File: config.mk
export PLATFORM = sky130hd
export DESIGN_NAME = mem_access_stage
export DESIGN_NICKNAME = d
export VERILOG_FILES = /design/src/rtl/mem_access_stage_pkg.sv /design/src/rtl/mem_access_stage_wb_reg.sv /design/src/rtl/mem_access_stage.sv
export SDC_FILE = /design/constraint.sdc
export NUM_CORES = 1
export LEC_CHECK = 0
export BUFFER_PORTS_ARGS = -buffer_cell sky130_fd_sc_hd__buf_2
export CORE_MARGIN = 3
export CORE_UTILIZATION = 40
export DETAILED_ROUTE_END_ITERATION = 16
export PLACE_DENSITY = 0.73
export SLEW_MARGIN = 20
export SYNTH_ARGS = -nofsm -noshare
export SYNTH_HDL_FRONTEND = slang
export SYNTH_SLANG_ARGS = --single-unit
File: constraint.sdc
create_clock -name clk -period 5.3 [get_ports clk]
set_input_delay 0.53 -clock clk [delete_from_list [all_inputs] [get_ports clk]]
set_output_delay 0.53 -clock clk [all_outputs]
set_load 0.1 [all_outputs]
File: src/rtl/mem_access_stage_pkg.sv
// Shared types and constants for the MEM pipeline stage: FSM states, MEM/WB payload,
// writeback-control bit positions and word-alignment helpers.
package mem_access_stage_pkg;

    localparam int unsigned XLEN  = 32;
    localparam int unsigned REG_W = 5;
    localparam int unsigned WB_W  = 2;

    localparam int unsigned WB_REGWRITE = 1;
    localparam int unsigned WB_MEMTOREG = 0;

    localparam logic [1:0] WORD_ALIGN_MASK = 2'b11;

    typedef enum logic {
        ST_IDLE   = 1'b0,
        ST_ACCESS = 1'b1
    } state_e;

    typedef struct packed {
        logic [WB_W-1:0]  wb_ctl;
        logic [XLEN-1:0]  read_data;
        logic [XLEN-1:0]  alu_result;
        logic [REG_W-1:0] rd;
    } mem_wb_t;

    function automatic logic is_word_aligned(input logic [1:0] addr_lsb);
        return (addr_lsb & WORD_ALIGN_MASK) == 2'b00;
    endfunction

    // Clears both writeback enables so a faulted instruction retires without side effects.
    function automatic logic [WB_W-1:0] kill_wb(input logic [WB_W-1:0] wb);
        logic [WB_W-1:0] r;
        r              = wb;
        r[WB_REGWRITE] = 1'b0;
        r[WB_MEMTOREG] = 1'b0;
        return r;
    endfunction

endpackage

File: src/rtl/mem_access_stage_wb_reg.sv
// MEM/WB capture register: loads the retiring instruction, optionally with writeback
// suppressed; valid drops on any cycle nothing retires while the data fields hold.
module mem_wb_reg
    import mem_access_stage_pkg::*;
(
    input  logic        clk,
    input  logic        reset,
    input  logic        load,
    input  logic        suppress,
    input  logic [1:0]  wb_ctl_in,
    input  logic [31:0] read_data_in,
    input  logic [31:0] alu_result_in,
    input  logic [4:0]  rd_in,
    output logic [1:0]  wb_ctl_out,
    output logic [31:0] read_data_out,
    output logic [31:0] alu_result_out,
    output logic [4:0]  rd_out,
    output logic        valid_out
);

    mem_wb_t data_q, data_d;
    logic    valid_q, valid_d;

    always_comb begin
        data_d  = data_q;
        valid_d = 1'b0;
        if (load) begin
            data_d.wb_ctl     = suppress ? kill_wb(wb_ctl_in) : wb_ctl_in;
            data_d.read_data  = read_data_in;
            data_d.alu_result = alu_result_in;
            data_d.rd         = rd_in;
            valid_d           = 1'b1;
        end
    end

    always_ff @(posedge clk or posedge reset) begin
        if (reset) begin
            data_q  <= '0;
            valid_q <= 1'b0;
        end else begin
            data_q  <= data_d;
            valid_q <= valid_d;
        end
    end

    assign wb_ctl_out     = data_q.wb_ctl;
    assign read_data_out  = data_q.read_data;
    assign alu_result_out = data_q.alu_result;
    assign rd_out         = data_q.rd;
    assign valid_out      = valid_q;

endmodule

File: src/rtl/mem_access_stage.sv
// Pipeline MEM stage: data-memory handshake with timeout, branch resolution,
// upstream stall and the MEM/WB register feeding writeback.
module mem_access_stage
    import mem_access_stage_pkg::*;
#(
    parameter int unsigned TIMEOUT_CYCLES = 16,
    parameter int unsigned CNT_W          = 5
) (
    input  logic        clk,
    input  logic        reset,
    input  logic        valid_in,
    input  logic [1:0]  wb_ctl,
    input  logic        branch,
    input  logic        memread,
    input  logic        memwrite,
    input  logic [31:0] add_result,
    input  logic        zero,
    input  logic [31:0] alu_result,
    input  logic [31:0] rdata2,
    input  logic [4:0]  rd_in,
    output logic        dmem_req,
    output logic        dmem_we,
    output logic [31:0] dmem_addr,
    output logic [31:0] dmem_wdata,
    input  logic        dmem_ready,
    input  logic [31:0] dmem_rdata,
    output logic        stall,
    output logic        pcsrc,
    output logic [31:0] branch_target,
    output logic [1:0]  wb_ctl_out,
    output logic [31:0] read_data_out,
    output logic [31:0] alu_result_out,
    output logic [4:0]  rd_out,
    output logic        valid_out,
    output logic        misalign_err,
    output logic        bus_err
);

    localparam logic [CNT_W-1:0] CNT_LAST = CNT_W'(TIMEOUT_CYCLES - 1);

    state_e            state_q, state_d;
    logic [CNT_W-1:0]  cnt_q, cnt_d;
    logic              req_q, req_d;
    logic              we_q, we_d;
    logic [31:0]       addr_q, addr_d;
    logic [31:0]       wdata_q, wdata_d;
    logic              mis_q, mis_d;
    logic              berr_q, berr_d;

    logic              memop;
    logic              aligned;
    logic              wb_load;
    logic              wb_suppress;
    logic [31:0]       wb_rdata;

    assign memop         = valid_in & (memread | memwrite);
    assign aligned       = is_word_aligned(alu_result[1:0]);
    assign pcsrc         = valid_in & branch & zero;
    assign branch_target = add_result;

    // Next-state, handshake and MEM/WB load decisions.
    always_comb begin
        state_d     = state_q;
        cnt_d       = cnt_q;
        req_d       = req_q;
        we_d        = we_q;
        addr_d      = addr_q;
        wdata_d     = wdata_q;
        mis_d       = 1'b0;
        berr_d      = 1'b0;
        stall       = 1'b0;
        wb_load     = 1'b0;
        wb_suppress = 1'b0;
        wb_rdata    = 32'h0;

        unique case (state_q)
            ST_IDLE: begin
                if (memop && !aligned) begin
                    wb_load     = 1'b1;
                    wb_suppress = 1'b1;
                    mis_d       = 1'b1;
                end else if (memop) begin
                    stall   = 1'b1;
                    state_d = ST_ACCESS;
                    addr_d  = alu_result;
                    wdata_d = rdata2;
                    we_d    = memwrite;
                    req_d   = 1'b1;
                    cnt_d   = '0;
                end else if (valid_in) begin
                    wb_load = 1'b1;
                end
            end
            ST_ACCESS: begin
                // Completion wins over a timeout that would expire on the same cycle.
                if (dmem_ready) begin
                    wb_load  = 1'b1;
                    wb_rdata = we_q ? 32'h0 : dmem_rdata;
                    req_d    = 1'b0;
                    state_d  = ST_IDLE;
                end else if (cnt_q == CNT_LAST) begin
                    wb_load     = 1'b1;
                    wb_suppress = 1'b1;
                    berr_d      = 1'b1;
                    req_d       = 1'b0;
                    state_d     = ST_IDLE;
                end else begin
                    cnt_d = cnt_q + CNT_W'(1);
                    stall = 1'b1;
                end
            end
            default: state_d = ST_IDLE;
        endcase
    end

    always_ff @(posedge clk or posedge reset) begin
        if (reset) begin
            state_q <= ST_IDLE;
            cnt_q   <= '0;
            req_q   <= 1'b0;
            we_q    <= 1'b0;
            addr_q  <= 32'h0;
            wdata_q <= 32'h0;
            mis_q   <= 1'b0;
            berr_q  <= 1'b0;
        end else begin
            state_q <= state_d;
            cnt_q   <= cnt_d;
            req_q   <= req_d;
            we_q    <= we_d;
            addr_q  <= addr_d;
            wdata_q <= wdata_d;
            mis_q   <= mis_d;
            berr_q  <= berr_d;
        end
    end

    assign dmem_req     = req_q;
    assign dmem_we      = we_q;
    assign dmem_addr    = addr_q;
    assign dmem_wdata   = wdata_q;
    assign misalign_err = mis_q;
    assign bus_err      = berr_q;

    mem_wb_reg u_mem_wb (
        .clk            (clk),
        .reset          (reset),
        .load           (wb_load),
        .suppress       (wb_suppress),
        .wb_ctl_in      (wb_ctl),
        .read_data_in   (wb_rdata),
        .alu_result_in  (alu_result),
        .rd_in          (rd_in),
        .wb_ctl_out     (wb_ctl_out),
        .read_data_out  (read_data_out),
        .alu_result_out (alu_result_out),
        .rd_out         (rd_out),
        .valid_out      (valid_out)
    );

endmodule

==> out/metrics.csv, run 1 <==
stage,metric,value,unit
synthesis,synthMuxAreaShare,20.4,%
timing,worst_slack,2620,ps
cts,cts_max_path_buffers,2,
power,p_leak,3.87,nW
floorplanning,start_util,41.5,%
worst_setup_path,required,4770,ps
synthesis,synth_compound_area_share,5.56,%
cts,cts_resized,0,
cells_and_area,final_cell_mix,"252 x buf_2, 146 x dfrtp_1, 86 x mux2_2",
synthesis,syn_inst,375,
grt,grt_max_degree,95,
cts,ctsHoldBuffers,0,
synthesis,yosysWarnings,0,
cts,insertion_delay,410,ps
synthesis,synthSimpleGateAreaFrac,3.24,%
synthesis,synth_edf_count,0,
timing,min_period_over_period,50.7,%
power,power_per_cell_area,624,nW/um2
timing,skew,9.78,ps
power,p_seq_share,30.6,%
floorplanning,ios,317,
power,netSwitchingPower,2.34,mW
floorplanning,die_area,16000,um2
grt,antenna_found_initial,3,
cts,htreeDepth,4,
synthesis,synth-adder-area-share,0.644,%
place,placed_cells,761,
drt,avgRoutedWirePerCell,17.8,um
cts,cts-buffers-inserted,17,
power,p_sw_share,49.8,%
power,peakVddDrop,359,uV
grt,grt-ovfl-total,0,
cts,tritoncts,yes,
cells_and_area,nFillCells,1221,
timing,setup_violations,0,
drt,ant_nets,0,
synthesis,syn_area,5830,um2
floorplanning,die_w,127,um
grt,grt_pass1_vias,4208,
place,dpl.hpwl,10500,um
floorplanning,dieHeight,127,um
grt,grt_pass1_wl,22400,um
timing,hold_viol_final,0,
timing,worst_pin_slew,905,ps
timing,max_slew_margin,39.6,%
grt,grt_usage,17.8,%
place,port_buffers,252,
synthesis,synth_seq_cells,146,
synthesis,synth_top_family_by_area,multiplexers,
power,internal_power,2.36,mW
synthesis,synth.distinct_cells,31,
power,total_power,4.71,mW
hold_path,hp-class,input pin to asynchronous set/reset pin,
place,dp_slack,2640,ps
drt,drt_wl_total,14100,um
drt,drt-initial-drc-count,124,
cells_and_area,final_common_cell,buf_2,
drt,drcViolationCount,0,
power,share_comb_of_total_power,45.2,%
synthesis,avgSynthCellArea,15.5,um2
cts,post_cts_buffers,0,
worst_setup_path,timing_worst_setup_path_type,register to primary output,
cells_and_area,final_nets,746,
drt,vias_per_cell,4.82,
cells_and_area,drive_gt1_share,63.5,%
timing,fin_crit,2680,ps
job,drv_cap,0,
worst_setup_path,cp_max_fo,3,
cts,cts_sinks,146,
run_status,outcome,finished clean,
timing,setup_tns,0,ps
cts,clockRootBuffer,clkbuf_16,
worst_setup_path,crit_path_end_kind,primary output,
timing,maxSlewViolCount,0,
cells_and_area,final_util,53.7,%
worst_setup_path,worstPathArrival,2150,ps
synthesis,synthFlopType,dfrtp_1,
floorplanning,core,14000,um2
place,gp_congestion,0.791,
cells_and_area,instances_no_fill,794,
cts,clk_pin_slew_worst_paths,60,ps
power,clkPwrFrac,24.2,%
worst_setup_path,ff2ff_path_depth,8,
worst_setup_path,cp-start-kind,register,
timing,rsz0062_at_grt,false,
synthesis,ys_seq_area_share,62.7,%
drt,drtPass1Iterations,4,
timing,timing.fmax,373,MHz
synthesis,synth_fp_nets,521,
synthesis,synth-async-reset-ratio,100,%
cells_and_area,areaGrowthSynthToFinish,29.4,%
drt,vias,3825,
synthesis,synthXorXnorAreaFrac,0.451,%
floorplanning,rows,43,
synth_stat cells, drive strengths merged (2+ instances only):
master | instances | share of area, %
xor2 | 2 | 0.30
nand2b | 2 | 0.26
nor2 | 11 | 0.84
nand2 | 4 | 0.26
clkbuf | 4 | 0.26
nor2b | 2 | 0.21
inv | 4 | 0.26
mux2 | 100 | 20
and3 | 2 | 0.21
and2 | 2 | 0.21
o21ai | 3 | 0.26
buf | 46 | 6.5
dfrtp | 146 | 63
a22o | 32 | 4.8
mux2i | 3 | 0.52
ha | 3 | 0.64
power groups by stage:
stage / registers, mW / clock network (mW) / logic [mW]
floorplan: 2.95 / 0 / 0.402
global placement: 1.45 / 0 / 2.12
detailed placement: 1.46 / 0 / 2.14
CTS: 1.44 / 1.17 / 2.14
global route: 1.47 / 1.22 / 2.19
finish: 1.44 / 1.14 / 2.13
final timing paths:
path / from / endpoint / slack (ps)
min in group clk: rdata2[0] / dmem_wdata[0] / 340
max reg2reg: cnt_q[0] / u_mem_wb.alu_result_out[14] / 2640
min: reset / dmem_addr[21] / 290
max: cnt_q[0] / stall / 2620
min reg2reg: dmem_wdata[1] / dmem_wdata[1] / 490
max in group asynchronous: reset / cnt_q[3] / 3800
final cells by class:
class	count	area (um2)	area share [%]
sequential	146	3650	48.4
multi-input combinational	175	1760	23.4
timing repair buffer	256	1300	17.3
clock buffer	21	470	6.24
tap	180	225	2.99
clock inverter	11	101	1.34
inverter	4	20.0	0.265
antenna	1	2.50	0.0332
stage by stage:
stage	hold slack, ps	cell area (um2)
floorplan	497	5830
global placement	466	6950
detailed placement	474	6970
CTS	313	7540
global route	316	7540
finish	291	7540
state kept, by name, summed over array words and instances, names as in the netlist:
register and flops:
misalign_err 1, u_mem_wb.wb_ctl_out 2, bus_err 1, dmem_we 1, u_mem_wb.valid_out 1, dmem_addr 32, dmem_req 1, u_mem_wb.read_data_out 32
u_mem_wb.rd_out 5, dmem_wdata 32, state_q 1, cnt_q 5, u_mem_wb.alu_result_out 32
worst max-delay path: stages, from the launching register on:
cell and delay [ps]:
dfrtp_1 410, ha_1 220, and3_1 200, ha_1 190, o21ai_0 240, buf_2 490
per-layer routing:
layer / track usage [%] / vias up / wire length [um]
li1: - / 1744 / -
met1: 19.3 / 1884 / 5080
met2: 30.6 / 152 / 7420
met3: 7.33 / 41 / 1210
met4: 7.89 / 4 / 404
met5: 0 / - / 27
logic make-up (layout without fill, tap and decap cells):
group,after synthesis,in the layout
flops,146,146
mux,103,103
buf+inv,54,292
compound gates,37,37
simple gates,29,29
fa+ha+maj,3,3
xor+xnor,3,3
other cells,0,1
No activity file was read; power rests on OpenSTA's default activity.
==> run 2: changes to the inputs <==
clock period = 2.5 ns   (was 5.3 ns; I/O delays follow)
==> run 2 against run 1 <==
  * Critical path depth rose by 3
  * Cell area rose by 2.5%
  * Sequential share of layout area fell by 1.2 points
  * Sequential power rose by 110%
  * Highest routed layer unchanged
==> out/metrics.csv, run 2 (synthesized netlist as in run 1, its figures left out) <==
stage,metric,value,unit,change
cts,post_cts_buffers,0,,unchanged
cts,insertion_delay,410,ps,about the same
timing,maxSlewViolCount,0,,unchanged
grt,antenna_found_initial,3,,unchanged
worst_setup_path,worstPathArrival,2660,ps,was 2150 ps
drt,vias_per_cell,4.87,,was 4.82
cts,cts_max_path_buffers,2,,unchanged
cells_and_area,areaGrowthSynthToFinish,32.7,%,was 29.4%
floorplanning,core,14000,um2,unchanged
timing,min_period_over_period,94.5,%,
drt,ant_nets,0,,unchanged
cells_and_area,final_cell_mix,"252 x buf_2, 146 x dfrtp_1, 86 x mux2_2",,unchanged
cts,cts_sinks,146,,unchanged
timing,fin_crit,2360,ps,
drt,avgRoutedWirePerCell,18.3,um,was 17.8 um
timing,rsz0062_at_grt,false,,unchanged
power,power_per_cell_area,1360,nW/um2,was 624 nW/um2
place,placed_area,7030,um2,was 6970 um2
worst_setup_path,cp-startpoint,cnt_q[0],,unchanged
grt,grt_usage,18.4,%,was 17.8%
worst_setup_path,required,2800,ps,was 4770 ps
place,port_buffers,252,,unchanged
drt,drtPass1Iterations,4,,unchanged
cts,clk_pin_slew_worst_paths,60,ps,about the same
grt,grt_max_degree,76,,was 95
floorplanning,start_util,41.5,%,unchanged
cts,cts_resized,0,,unchanged
worst_setup_path,cp_max_fo,41,,was 3
timing,max_slew_margin,59.7,%,was 39.6%
timing,whs,59.8,ps,was 291 ps
worst_setup_path,reg2reg_from,cnt_q[0],,unchanged
timing,timing.fmax,423,MHz,
place,dpl.hpwl,10900,um,was 10500 um
drt,drt_wl_total,14500,um,was 14100 um
cts,tritoncts,yes,,unchanged
job,drv_cap,0,,unchanged
cells_and_area,nFillCells,1181,,was 1221
cells_and_area,design_area,7730,um2,was 7540 um2
cts,clockRootBuffer,clkbuf_16,,unchanged
power,p_leak,3.95,nW,was 3.87 nW
cts,ctsHoldBuffers,1,,was 0
cells_and_area,seqCellArea,3650,um2,unchanged
cells_and_area,multi_input_area,1770,um2,was 1760 um2
drt,drt-initial-drc-count,143,,was 124
worst_setup_path,timing_worst_setup_path_type,register to register,,was register to primary output
floorplanning,ios,317,,unchanged
drt,vias,3871,,was 3825
cells_and_area,insertedDiodeCount,0,,was 1
floorplanning,dieHeight,127,um,unchanged
timing,hold_viol_final,0,,unchanged
run_status,outcome,finished clean,,unchanged
cells_and_area,drive_gt1_share,63.4,%,was 63.5%
cells_and_area,final_common_cell,buf_2,,unchanged
place,dp_slack,115,ps,was 2640 ps
drt,drcViolationCount,0,,unchanged
timing,setup_violations,0,,unchanged
timing,worst_slack,137,ps,was 2620 ps
place,gp_congestion,0.817,,was 0.791
timing,setup_tns,0,ps,unchanged
grt,grt_pass1_vias,4336,,was 4208
grt,grt_pass1_wl,23000,um,was 22400 um
power,peakVddDrop,842,uV,was 359 uV
timing,worst_pin_slew,605,ps,was 905 ps
worst_setup_path,crit_path_end_kind,register,,was primary output
floorplanning,rows,43,,unchanged
cells_and_area,final_nets,749,,was 746
hold_path,hold_start,dmem_rdata[29],,
grt,grt-ovfl-total,0,,unchanged
floorplanning,die_area,16000,um2,unchanged
worst_setup_path,cp-start-kind,register,,unchanged
cts,htreeDepth,4,,unchanged
floorplanning,die_w,127,um,unchanged
timing,skew,7.14,ps,was 9.78 ps
hold_path,hp-class,input pin to register,,was input pin to asynchronous set/reset pin
cts,cts-buffers-inserted,17,,unchanged
power,total_power,10.5,mW,was 4.71 mW
run 2: layer usage:
metal | track usage [%] | share of wire, % | routed length, um | vias up
li1 | - | - | - | 1750
met1 | 20.3 | 37 | 5450 | 1922
met2 | 31.6 | 51 | 7450 | 154
met3 | 8.42 | 9.1 | 1320 | 39
met4 | 5.99 | 1.9 | 275 | 6
met5 | 0 | 0.28 | 41 | -
run 2: area by class of cell:
class                           instances  area share [%]
Multi-Input combinational cell        175            22.9
Timing Repair Buffer                  259            17.8
Clock inverter                          8            2.56
Clock buffer                           23            6.31
Sequential cell                       146            47.3
Tap cell                              180            2.91
Inverter                                4           0.243
run 2: critical path, stage by stage, from the launching register on:
cell and delay (ps):
dfrtp_1 400, ha_1 210, and3_1 200, ha_1 200
o21ai_0 280, o31ai_4 160, nor2_4 170, buf_12 230
mux2_2 370
run 2: path summary, 6_finish.rpt:
check                                                  end  slack [ps]  cells after the start
worst max register to register          u_mem_wb.rd_out[2]         140                      8
worst min register to register               dmem_wdata[2]         480                      1
worst min-delay path            u_mem_wb.read_data_out[29]          60                      2
min in group asynchronous       u_mem_wb.alu_result_out[6]         560                      4
worst max-delay path                    u_mem_wb.rd_out[2]         140                      8
max in group asynchronous                    dmem_addr[19]        1620                      4
run 2: through the flow:
| step | util (%) | std cells |
|---|---|---|
| 5_1_grt | 55.0 | 795 |
| 4_1_cts | 55.0 | 795 |
| 3_3_place_gp | 50.1 | 763 |
| 3_5_place_dp | 50.1 | 763 |
| 2_1_floorplan | - | 375 |
| 6_report | 55.0 | 795 |
run 2: power breakdown:
group          switching, mW  total (mW)  internal, mW
registers              0.237        3.06          2.82
clock network          0.941        2.92          1.98
logic                   3.78        4.53         0.755
